## config.mk

```make
export PLATFORM = sky130hd
export DESIGN_NAME = axi_rd_arbiter_flat
export DESIGN_NICKNAME = d
export VERILOG_FILES = /design/src/rtl/axi_rd_arbiter_if.sv /design/src/rtl/axi_rd_arbiter.sv /design/src/flat_wrapper.sv
export SDC_FILE = /design/constraint.sdc
export NUM_CORES = 1
export LEC_CHECK = 0
export CAP_MARGIN = 20
export CORE_AREA = 2 2 148 150
export CTS_BUF_LIST = sky130_fd_sc_hd__clkbuf_4 sky130_fd_sc_hd__clkbuf_8 sky130_fd_sc_hd__clkbuf_16
export DETAILED_ROUTE_END_ITERATION = 16
export DIE_AREA = 0 0 150 152
export SLEW_MARGIN = 30
export SYNTH_ARGS = -nofsm -noshare
export SYNTH_HDL_FRONTEND = slang
export SYNTH_SLANG_ARGS = --single-unit
```

## constraint.sdc

```tcl
create_clock -name clk_i -period 2.6 [get_ports clk_i]
set_input_delay 0.65 -clock clk_i [delete_from_list [all_inputs] [get_ports clk_i]]
set_output_delay 0.65 -clock clk_i [all_outputs]
set_load 0.03 [all_outputs]
```

## src/rtl/axi_rd_arbiter_if.sv

```systemverilog
// Bus bundle for the two-requester AXI4 read arbiter.
//
// Carries the per-requester AR/R channels (rq_*; two-bit vectors and packed
// {requester 1, requester 0} fields) and the single shared master-side AR/R
// channel (m_*). Signal suffixes follow the arbiter's point of view.
//
// Modports:
//   slave  - the arbiter itself (accepts requester ARs, drives the master bus)
//   master - the surrounding agents: cache requesters plus the NoC adapter
interface axi_rd_arbiter_if #(
    parameter int AddrWidth = 64,
    parameter int IdWidth   = 4,
    parameter int DataWidth = 64
);
    logic [1:0]                 rq_ar_valid_i;
    logic [1:0]                 rq_ar_ready_o;
    logic [2*AddrWidth-1:0]     rq_ar_addr_i;
    logic [2*(IdWidth-1)-1:0]   rq_ar_id_i;
    logic [15:0]                rq_ar_len_i;
    logic [1:0]                 rq_r_valid_o;
    logic [1:0]                 rq_r_ready_i;
    logic [DataWidth-1:0]       rq_r_data_o;
    logic [IdWidth-2:0]         rq_r_id_o;
    logic [1:0]                 rq_r_resp_o;
    logic                       rq_r_last_o;
    logic                       m_ar_valid_o;
    logic                       m_ar_ready_i;
    logic [AddrWidth-1:0]       m_ar_addr_o;
    logic [IdWidth-1:0]         m_ar_id_o;
    logic [7:0]                 m_ar_len_o;
    logic                       m_r_valid_i;
    logic                       m_r_ready_o;
    logic [DataWidth-1:0]       m_r_data_i;
    logic [IdWidth-1:0]         m_r_id_i;
    logic [1:0]                 m_r_resp_i;
    logic                       m_r_last_i;

    modport slave (
        input  rq_ar_valid_i, rq_ar_addr_i, rq_ar_id_i, rq_ar_len_i, rq_r_ready_i,
        input  m_ar_ready_i, m_r_valid_i, m_r_data_i, m_r_id_i, m_r_resp_i, m_r_last_i,
        output rq_ar_ready_o, rq_r_valid_o, rq_r_data_o, rq_r_id_o, rq_r_resp_o, rq_r_last_o,
        output m_ar_valid_o, m_ar_addr_o, m_ar_id_o, m_ar_len_o, m_r_ready_o
    );

    modport master (
        output rq_ar_valid_i, rq_ar_addr_i, rq_ar_id_i, rq_ar_len_i, rq_r_ready_i,
        output m_ar_ready_i, m_r_valid_i, m_r_data_i, m_r_id_i, m_r_resp_i, m_r_last_i,
        input  rq_ar_ready_o, rq_r_valid_o, rq_r_data_o, rq_r_id_o, rq_r_resp_o, rq_r_last_o,
        input  m_ar_valid_o, m_ar_addr_o, m_ar_id_o, m_ar_len_o, m_r_ready_o
    );
endinterface

```

## src/rtl/axi_rd_arbiter.sv

```systemverilog
// Two-requester AXI4 read arbiter (0 = icache refill, 1 = dcache miss).
//
// Round-robin AR grant onto one master AR channel with zero added latency;
// the MSB of m_ar_id_o carries the requester index, and R beats are routed
// back by that bit. Outstanding bursts are counted per requester so a
// requester at MaxOutstanding is not granted.
//
// Ports:
//   clk_i, rst_i  clock, synchronous active-high reset
//   bus           axi_rd_arbiter_if.slave (requester AR/R, master AR/R)
//   quiesce_i     stop granting new ARs (a held AR still completes)
//   idle_o        registered: no burst outstanding and no AR pending
//   err_o         sticky: R-last arrived for a requester with nothing in flight
module axi_rd_arbiter #(
    parameter int AddrWidth      = 64,
    parameter int IdWidth        = 4,
    parameter int DataWidth      = 64,
    parameter int MaxOutstanding = 7
) (
    input  logic            clk_i,
    input  logic            rst_i,
    axi_rd_arbiter_if.slave bus,
    input  logic            quiesce_i,
    output logic            idle_o,
    output logic            err_o
);
    localparam int CntWidth  = $clog2(MaxOutstanding + 1);
    localparam int RqIdWidth = IdWidth - 1;
    localparam logic [CntWidth-1:0] CntMax = CntWidth'(MaxOutstanding);

    typedef enum logic {ARB = 1'b0, HOLD = 1'b1} state_e;

    state_e                state_q, state_d;
    logic                  last_grant_q, last_grant_d;
    logic                  grant_q, grant_d;
    logic [CntWidth-1:0]   cnt0_q, cnt1_q;
    logic                  err_q, idle_q;

    logic [1:0]            elig;
    logic                  winner, ar_valid, ar_hs;
    logic                  r_sel, r_last_hs;
    logic                  inc0, inc1, dec0, dec1;
    logic [RqIdWidth-1:0]  rq_id0, rq_id1;
    logic [DataWidth-1:0]  r_data;

    // Saturating outstanding-burst counter; simultaneous inc and dec cancel.
    function automatic logic [CntWidth-1:0] sat_count(input logic [CntWidth-1:0] cnt,
                                                      input logic inc, input logic dec);
        logic [CntWidth-1:0] res;
        res = cnt;
        if (inc && !dec) begin
            if (cnt != CntMax) res = cnt + 1'b1;
        end else if (dec && !inc) begin
            if (cnt != '0) res = cnt - 1'b1;
        end
        return res;
    endfunction

    assign elig[0] = bus.rq_ar_valid_i[0] && (cnt0_q < CntMax) && !quiesce_i;
    assign elig[1] = bus.rq_ar_valid_i[1] && (cnt1_q < CntMax) && !quiesce_i;

    assign rq_id0 = bus.rq_ar_id_i[RqIdWidth-1:0];
    assign rq_id1 = bus.rq_ar_id_i[2*RqIdWidth-1:RqIdWidth];

    always_comb begin
        state_d      = state_q;
        grant_d      = grant_q;
        last_grant_d = last_grant_q;
        winner       = grant_q;
        ar_valid     = 1'b0;
        unique case (state_q)
            ARB: begin
                // Tie goes to whichever requester was not granted last.
                if (elig == 2'b11) winner = ~last_grant_q;
                else               winner = elig[1];
                ar_valid = |elig;
                if (ar_valid) begin
                    if (bus.m_ar_ready_i) begin
                        last_grant_d = winner;
                    end else begin
                        state_d = HOLD;
                        grant_d = winner;
                    end
                end
            end
            HOLD: begin
                // Committed to grant_q until the handshake so AR valid/payload
                // stay stable; quiesce and the other requester are ignored.
                winner   = grant_q;
                ar_valid = 1'b1;
                if (bus.m_ar_ready_i) begin
                    state_d      = ARB;
                    last_grant_d = grant_q;
                end
            end
            default: state_d = ARB;
        endcase
        if (rst_i) ar_valid = 1'b0;
    end

    assign ar_hs = ar_valid && bus.m_ar_ready_i;
    assign inc0  = ar_hs && !winner;
    assign inc1  = ar_hs && winner;

    assign bus.m_ar_valid_o  = ar_valid;
    assign bus.m_ar_addr_o   = winner ? bus.rq_ar_addr_i[2*AddrWidth-1:AddrWidth]
                                      : bus.rq_ar_addr_i[AddrWidth-1:0];
    assign bus.m_ar_id_o     = {winner, winner ? rq_id1 : rq_id0};
    assign bus.m_ar_len_o    = winner ? bus.rq_ar_len_i[15:8] : bus.rq_ar_len_i[7:0];
    assign bus.rq_ar_ready_o = {inc1, inc0};

    // R path is pure steering on the requester bit of the returned ID.
    assign r_sel             = bus.m_r_id_i[IdWidth-1];
    assign bus.rq_r_valid_o  = {bus.m_r_valid_i && r_sel && !rst_i,
                                bus.m_r_valid_i && !r_sel && !rst_i};
    assign bus.m_r_ready_o   = bus.rq_r_ready_i[r_sel];
    assign r_data            = bus.m_r_data_i;
    assign bus.rq_r_data_o   = r_data;
    assign bus.rq_r_id_o     = bus.m_r_id_i[IdWidth-2:0];
    assign bus.rq_r_resp_o   = bus.m_r_resp_i;
    assign bus.rq_r_last_o   = bus.m_r_last_i;

    assign r_last_hs = bus.m_r_valid_i && bus.m_r_ready_o && bus.m_r_last_i && !rst_i;
    assign dec0      = r_last_hs && !r_sel;
    assign dec1      = r_last_hs && r_sel;

    always_ff @(posedge clk_i) begin
        if (rst_i) begin
            state_q      <= ARB;
            last_grant_q <= 1'b1;
            grant_q      <= 1'b0;
            cnt0_q       <= '0;
            cnt1_q       <= '0;
            err_q        <= 1'b0;
            idle_q       <= 1'b1;
        end else begin
            state_q      <= state_d;
            last_grant_q <= last_grant_d;
            grant_q      <= grant_d;
            cnt0_q       <= sat_count(cnt0_q, inc0, dec0);
            cnt1_q       <= sat_count(cnt1_q, inc1, dec1);
            // A last beat with nothing in flight is a protocol violation.
            if ((dec0 && cnt0_q == '0) || (dec1 && cnt1_q == '0)) err_q <= 1'b1;
            idle_q       <= (state_q == ARB) && (cnt0_q == '0) && (cnt1_q == '0) && !ar_valid;
        end
    end

    assign idle_o = idle_q;
    assign err_o  = err_q;
endmodule

```

## src/flat_wrapper.sv

```systemverilog
// flat-port wrapper written by rule: the top's interface ports become plain ports
module axi_rd_arbiter_flat 
#(
    parameter int AddrWidth      = 64,
    parameter int IdWidth        = 4,
    parameter int DataWidth      = 64,
    parameter int MaxOutstanding = 7
)
  (clk_i, rst_i, quiesce_i, idle_o, err_o, bus_rq_ar_valid_i, bus_rq_ar_addr_i, bus_rq_ar_id_i, bus_rq_ar_len_i, bus_rq_r_ready_i, bus_m_ar_ready_i, bus_m_r_valid_i, bus_m_r_data_i, bus_m_r_id_i, bus_m_r_resp_i, bus_m_r_last_i, bus_rq_ar_ready_o, bus_rq_r_valid_o, bus_rq_r_data_o, bus_rq_r_id_o, bus_rq_r_resp_o, bus_rq_r_last_o, bus_m_ar_valid_o, bus_m_ar_addr_o, bus_m_ar_id_o, bus_m_ar_len_o, bus_m_r_ready_o);
  axi_rd_arbiter_if #(.AddrWidth(AddrWidth), .IdWidth(IdWidth), .DataWidth(DataWidth)) bus_i ();
  input  logic clk_i;
  input  logic rst_i;
  input  logic quiesce_i;
  output logic idle_o;
  output logic err_o;
  input wire logic [$bits(bus_i.rq_ar_valid_i)-1:0] bus_rq_ar_valid_i;
  input wire logic [$bits(bus_i.rq_ar_addr_i)-1:0] bus_rq_ar_addr_i;
  input wire logic [$bits(bus_i.rq_ar_id_i)-1:0] bus_rq_ar_id_i;
  input wire logic [$bits(bus_i.rq_ar_len_i)-1:0] bus_rq_ar_len_i;
  input wire logic [$bits(bus_i.rq_r_ready_i)-1:0] bus_rq_r_ready_i;
  input wire logic [$bits(bus_i.m_ar_ready_i)-1:0] bus_m_ar_ready_i;
  input wire logic [$bits(bus_i.m_r_valid_i)-1:0] bus_m_r_valid_i;
  input wire logic [$bits(bus_i.m_r_data_i)-1:0] bus_m_r_data_i;
  input wire logic [$bits(bus_i.m_r_id_i)-1:0] bus_m_r_id_i;
  input wire logic [$bits(bus_i.m_r_resp_i)-1:0] bus_m_r_resp_i;
  input wire logic [$bits(bus_i.m_r_last_i)-1:0] bus_m_r_last_i;
  output wire logic [$bits(bus_i.rq_ar_ready_o)-1:0] bus_rq_ar_ready_o;
  output wire logic [$bits(bus_i.rq_r_valid_o)-1:0] bus_rq_r_valid_o;
  output wire logic [$bits(bus_i.rq_r_data_o)-1:0] bus_rq_r_data_o;
  output wire logic [$bits(bus_i.rq_r_id_o)-1:0] bus_rq_r_id_o;
  output wire logic [$bits(bus_i.rq_r_resp_o)-1:0] bus_rq_r_resp_o;
  output wire logic [$bits(bus_i.rq_r_last_o)-1:0] bus_rq_r_last_o;
  output wire logic [$bits(bus_i.m_ar_valid_o)-1:0] bus_m_ar_valid_o;
  output wire logic [$bits(bus_i.m_ar_addr_o)-1:0] bus_m_ar_addr_o;
  output wire logic [$bits(bus_i.m_ar_id_o)-1:0] bus_m_ar_id_o;
  output wire logic [$bits(bus_i.m_ar_len_o)-1:0] bus_m_ar_len_o;
  output wire logic [$bits(bus_i.m_r_ready_o)-1:0] bus_m_r_ready_o;
  assign bus_i.rq_ar_valid_i = bus_rq_ar_valid_i;
  assign bus_i.rq_ar_addr_i = bus_rq_ar_addr_i;
  assign bus_i.rq_ar_id_i = bus_rq_ar_id_i;
  assign bus_i.rq_ar_len_i = bus_rq_ar_len_i;
  assign bus_i.rq_r_ready_i = bus_rq_r_ready_i;
  assign bus_i.m_ar_ready_i = bus_m_ar_ready_i;
  assign bus_i.m_r_valid_i = bus_m_r_valid_i;
  assign bus_i.m_r_data_i = bus_m_r_data_i;
  assign bus_i.m_r_id_i = bus_m_r_id_i;
  assign bus_i.m_r_resp_i = bus_m_r_resp_i;
  assign bus_i.m_r_last_i = bus_m_r_last_i;
  assign bus_rq_ar_ready_o = bus_i.rq_ar_ready_o;
  assign bus_rq_r_valid_o = bus_i.rq_r_valid_o;
  assign bus_rq_r_data_o = bus_i.rq_r_data_o;
  assign bus_rq_r_id_o = bus_i.rq_r_id_o;
  assign bus_rq_r_resp_o = bus_i.rq_r_resp_o;
  assign bus_rq_r_last_o = bus_i.rq_r_last_o;
  assign bus_m_ar_valid_o = bus_i.m_ar_valid_o;
  assign bus_m_ar_addr_o = bus_i.m_ar_addr_o;
  assign bus_m_ar_id_o = bus_i.m_ar_id_o;
  assign bus_m_ar_len_o = bus_i.m_ar_len_o;
  assign bus_m_r_ready_o = bus_i.m_r_ready_o;
  axi_rd_arbiter #(.AddrWidth(AddrWidth), .IdWidth(IdWidth), .DataWidth(DataWidth), .MaxOutstanding(MaxOutstanding)) u_core (.clk_i(clk_i), .rst_i(rst_i), .bus(bus_i), .quiesce_i(quiesce_i), .idle_o(idle_o), .err_o(err_o));
endmodule
```

==> summary.md <==
| Metric | Value |
|---|---|
| Post-synth EDFFs | `0` |
| Routed len/inst | `15.5 µm` |
| Layout Utilization | `29.5%` |
| Worst slew pin tran | `867 ps` |
| Clk buf depth | `2` |
| Post-Syn Nets | `629` |
| Die area | `22800 µm²` |
| Final net count | `845` |
| Post-synth top flop | `dfxtp_1` |
| Die W | `150 µm` |
| Dominant cell type by area after synthesis | `nand2_1` |
| Routability Congestion | `0.705` |
| Routed via count | `3298` |
| Drc violations | `0` |
| Synthesized instance count | `397` |
| Clk slew on worst S/H paths | `40 ps` |
| Metal2 WL | `7330 µm` |
| Failing checks | `negative setup slack` |
| Crit path DAT | `2070 ps` |
| Grt total ovfl | `0` |
| GR Util All Layers | `10.9%` |
| Final Skew | `2.31 ps` |
| Hold Vio Cnt, Final | `0` |
| Wl on met1 | `4460 µm` |
| Fin crit share | `105%` |
| Final setup fails | `74` |
| Tmin final | `2720 ps` |
| Remaining antenna violation count after routing | `0` |
| Height of the die | `152 µm` |
| Synth top area share | `40.8%` |
| Most frequent cell after synthesis | `nand2_1` |
| Top post-synthesis cells by area | `nand2_1 41%, buf_4 25%, dfxtp_1 10%, mux2i_1 2.7%, clkbuf_1 1.5%` |
| Max_slew headroom | `41.8%` |
| Synthesized flop and latch total | `11` |
| Vias per cell | `3.69` |
| H-tree Lvls | `1` |
| Min Hold Slack | `490 ps` |
| First-pass GRT wire length | `19200 µm` |
| Pre-CTS setup slack | `-555 ps` |
| Core area | `21400 µm²` |
| Layout cell share with drive strength beyond 1 | `54.4%` |
| Most frequent cells after synthesis | `238 x nand2_1, 73 x buf_4, 11 x dfxtp_1` |
| Crit path launch type | `input pin` |
| Largest vdd supply drop | `0.310 mV` |
| 1st-pass router iterations | `4` |
| P&R area growth vs syn | `188%` |
| Row Count | `54` |
| I/O pins | `384` |
| Final WS setup | `-122 ps` |
| CP Data Required Time | `1950 ps` |
| Cell area after layout | `6310 µm²` |
| Pleak | `3.06 nW` |
| Setup Crit Path Kind | `in2out` |
| Largest net degree at the start of global routing | `33` |
| WL met3 | `1800 µm` |
| Initial Util | `10.2%` |
| Post-synthesis sequential area ratio | `10.1%` |
| # port buffers | `245` |
| RSZ-0062 raised after global routing | `true` |
| Total Wirelength | `13800 µm` |
| # fillers | `2223` |
| FMAX | `367 MHz` |
| Clock sink count | `11` |
| Status | `finished with violations` |
| Hold_buf cts | `0` |
| Synth warnings | `0` |
| Pwr Density | `343 nW/µm²` |
| Slew Limit Fails | `0` |
| TritonCTS clock tree | `built` |
| Synth async-reset ratio | `0%` |
| CP endpoint kind | `output pin` |
| Clk_lat worst skew | `240 ps` |
| CTS Root Cell | `clkbuf_16` |
| TritonCTS Buffers | `3` |
| Cell Area, Synth | `2190 µm²` |
| Max-cap violations | `0` |
| DP HPWL | `9490 µm` |
| Worst hold path class | `reg2reg` |
| Setup TNS | `-5320 ps` |
| Iteration-0 DRC Markers | `64` |
| Vias in the first global route | `3360` |
| Post-DP Area | `4650 µm²` |
| Avg Cell Area, Syn | `5.51 µm²` |
| Initial antenna violation count | `1` |
| Crit-path max FO | `8` |
| Post-synth cell types | `40` |
| Uppermost layer routed | `met4` |
-- repair_timing --
item,4_1_cts,5_1_grt
resized for setup,210,121
pin swaps,59,70
setup endpoints to repair,82,79
cloned,9,3
setup buffers,12,4
hold endpoints to repair,0,0
-- per-layer routing --
layer | up-vias | GRT usage, %
met5 | - | 0
met2 | 211 | 21.3
met3 | 19 | 4.08
li1 | 1592 | -
met1 | 1476 | 10.8
met4 | 0 | 2.38
-- cell families after synthesis --
group | Yosys count | share of synthesized area, %
xor+xnor | 2 | 0.801
mux | 8 | 3.78
buf+inv | 94 | 29.6
simple gates | 268 | 49.5
fa+ha+maj | 2 | 1.49
flops | 11 | 10.1
compound gates | 12 | 4.80
-- final cells by class --
cell class | instances | area [µm²] | share of cell area [%]
Timing Repair Buffer | 302 | 3330 | 52.7
Multi-Input combinational cell | 292 | 2310 | 36.6
Tap cell | 280 | 350 | 5.55
Sequential cell | 11 | 220 | 3.49
Clock buffer | 4 | 82.6 | 1.31
Inverter | 3 | 18.8 | 0.298
Antenna cell | 1 | 2.50 | 0.0397
-- final timing paths --
kind | startpoint | depth (start not counted) | endpoint | slack [ps]
setup / recovery | bus_rq_ar_valid_i[0] | 11 | bus_m_ar_addr_o[26] | -120
hold / removal | u_core.cnt0_q[2]$_SDFFE_PP0P_ | 1 | u_core.cnt0_q[2]$_SDFFE_PP0P_ | 490
setup reg to reg | u_core.cnt1_q[0]$_SDFFE_PP0P_ | 11 | u_core.cnt0_q[2]$_SDFFE_PP0P_ | 70
hold reg to reg | u_core.cnt0_q[2]$_SDFFE_PP0P_ | 1 | u_core.cnt0_q[2]$_SDFFE_PP0P_ | 490
-- through the flow --
stage	cells	total power, W
after global placement	862	0.00137
final	893	0.00216
after floorplan	397	0.00101
after global routing	892	0.00227
after detailed placement	862	0.00138
after CTS	887	0.00205
-- worst max-delay path: stages --
cell and delay [ps]:
buf_6 90, nor2b_4 110, a41o_1 210, or2_4 300
inv_8 90, buf_12 110, buf_12 110, buf_16 140
nand2_2 60, nand2_2 70, buf_6 120
-- state kept, by name, indices dropped and copies added (netlist names) --
register and cells:
u_core.err_o 1, u_core.cnt0_q 3, u_core.last_grant_q 1, u_core.idle_o 1, u_core.state_q 1, u_core.cnt1_q 3, u_core.grant_q 1
-- power breakdown --
| group | internal, W | switching, W | leakage [nW] | total (W) |
|---|---|---|---|---|
| logic | 0.000830 | 0.000833 | 2.93 | 0.00166 |
| registers | 0.000184 | 0.0000131 | 0.0902 | 0.000197 |
| clock network | 0.000217 | 0.0000848 | 0.0416 | 0.000302 |
-- placed cells by master, fill, tap and decap left out, drive strengths merged, types with 3 or more instances in the layout --
cell / Yosys / routed
clkdlybuf4s50: 0 / 159
nor2b: 4 / 4
inv: 3 / 3
dfxtp: 11 / 11
nor2: 6 / 6
dlygate4sd2: 0 / 3
mux2i: 6 / 6
nand3: 6 / 6
a21oi: 3 / 3
nand2: 238 / 238
nor3: 5 / 5
clkbuf: 9 / 7
buf: 82 / 136
Power figures use the tool's default switching activity.
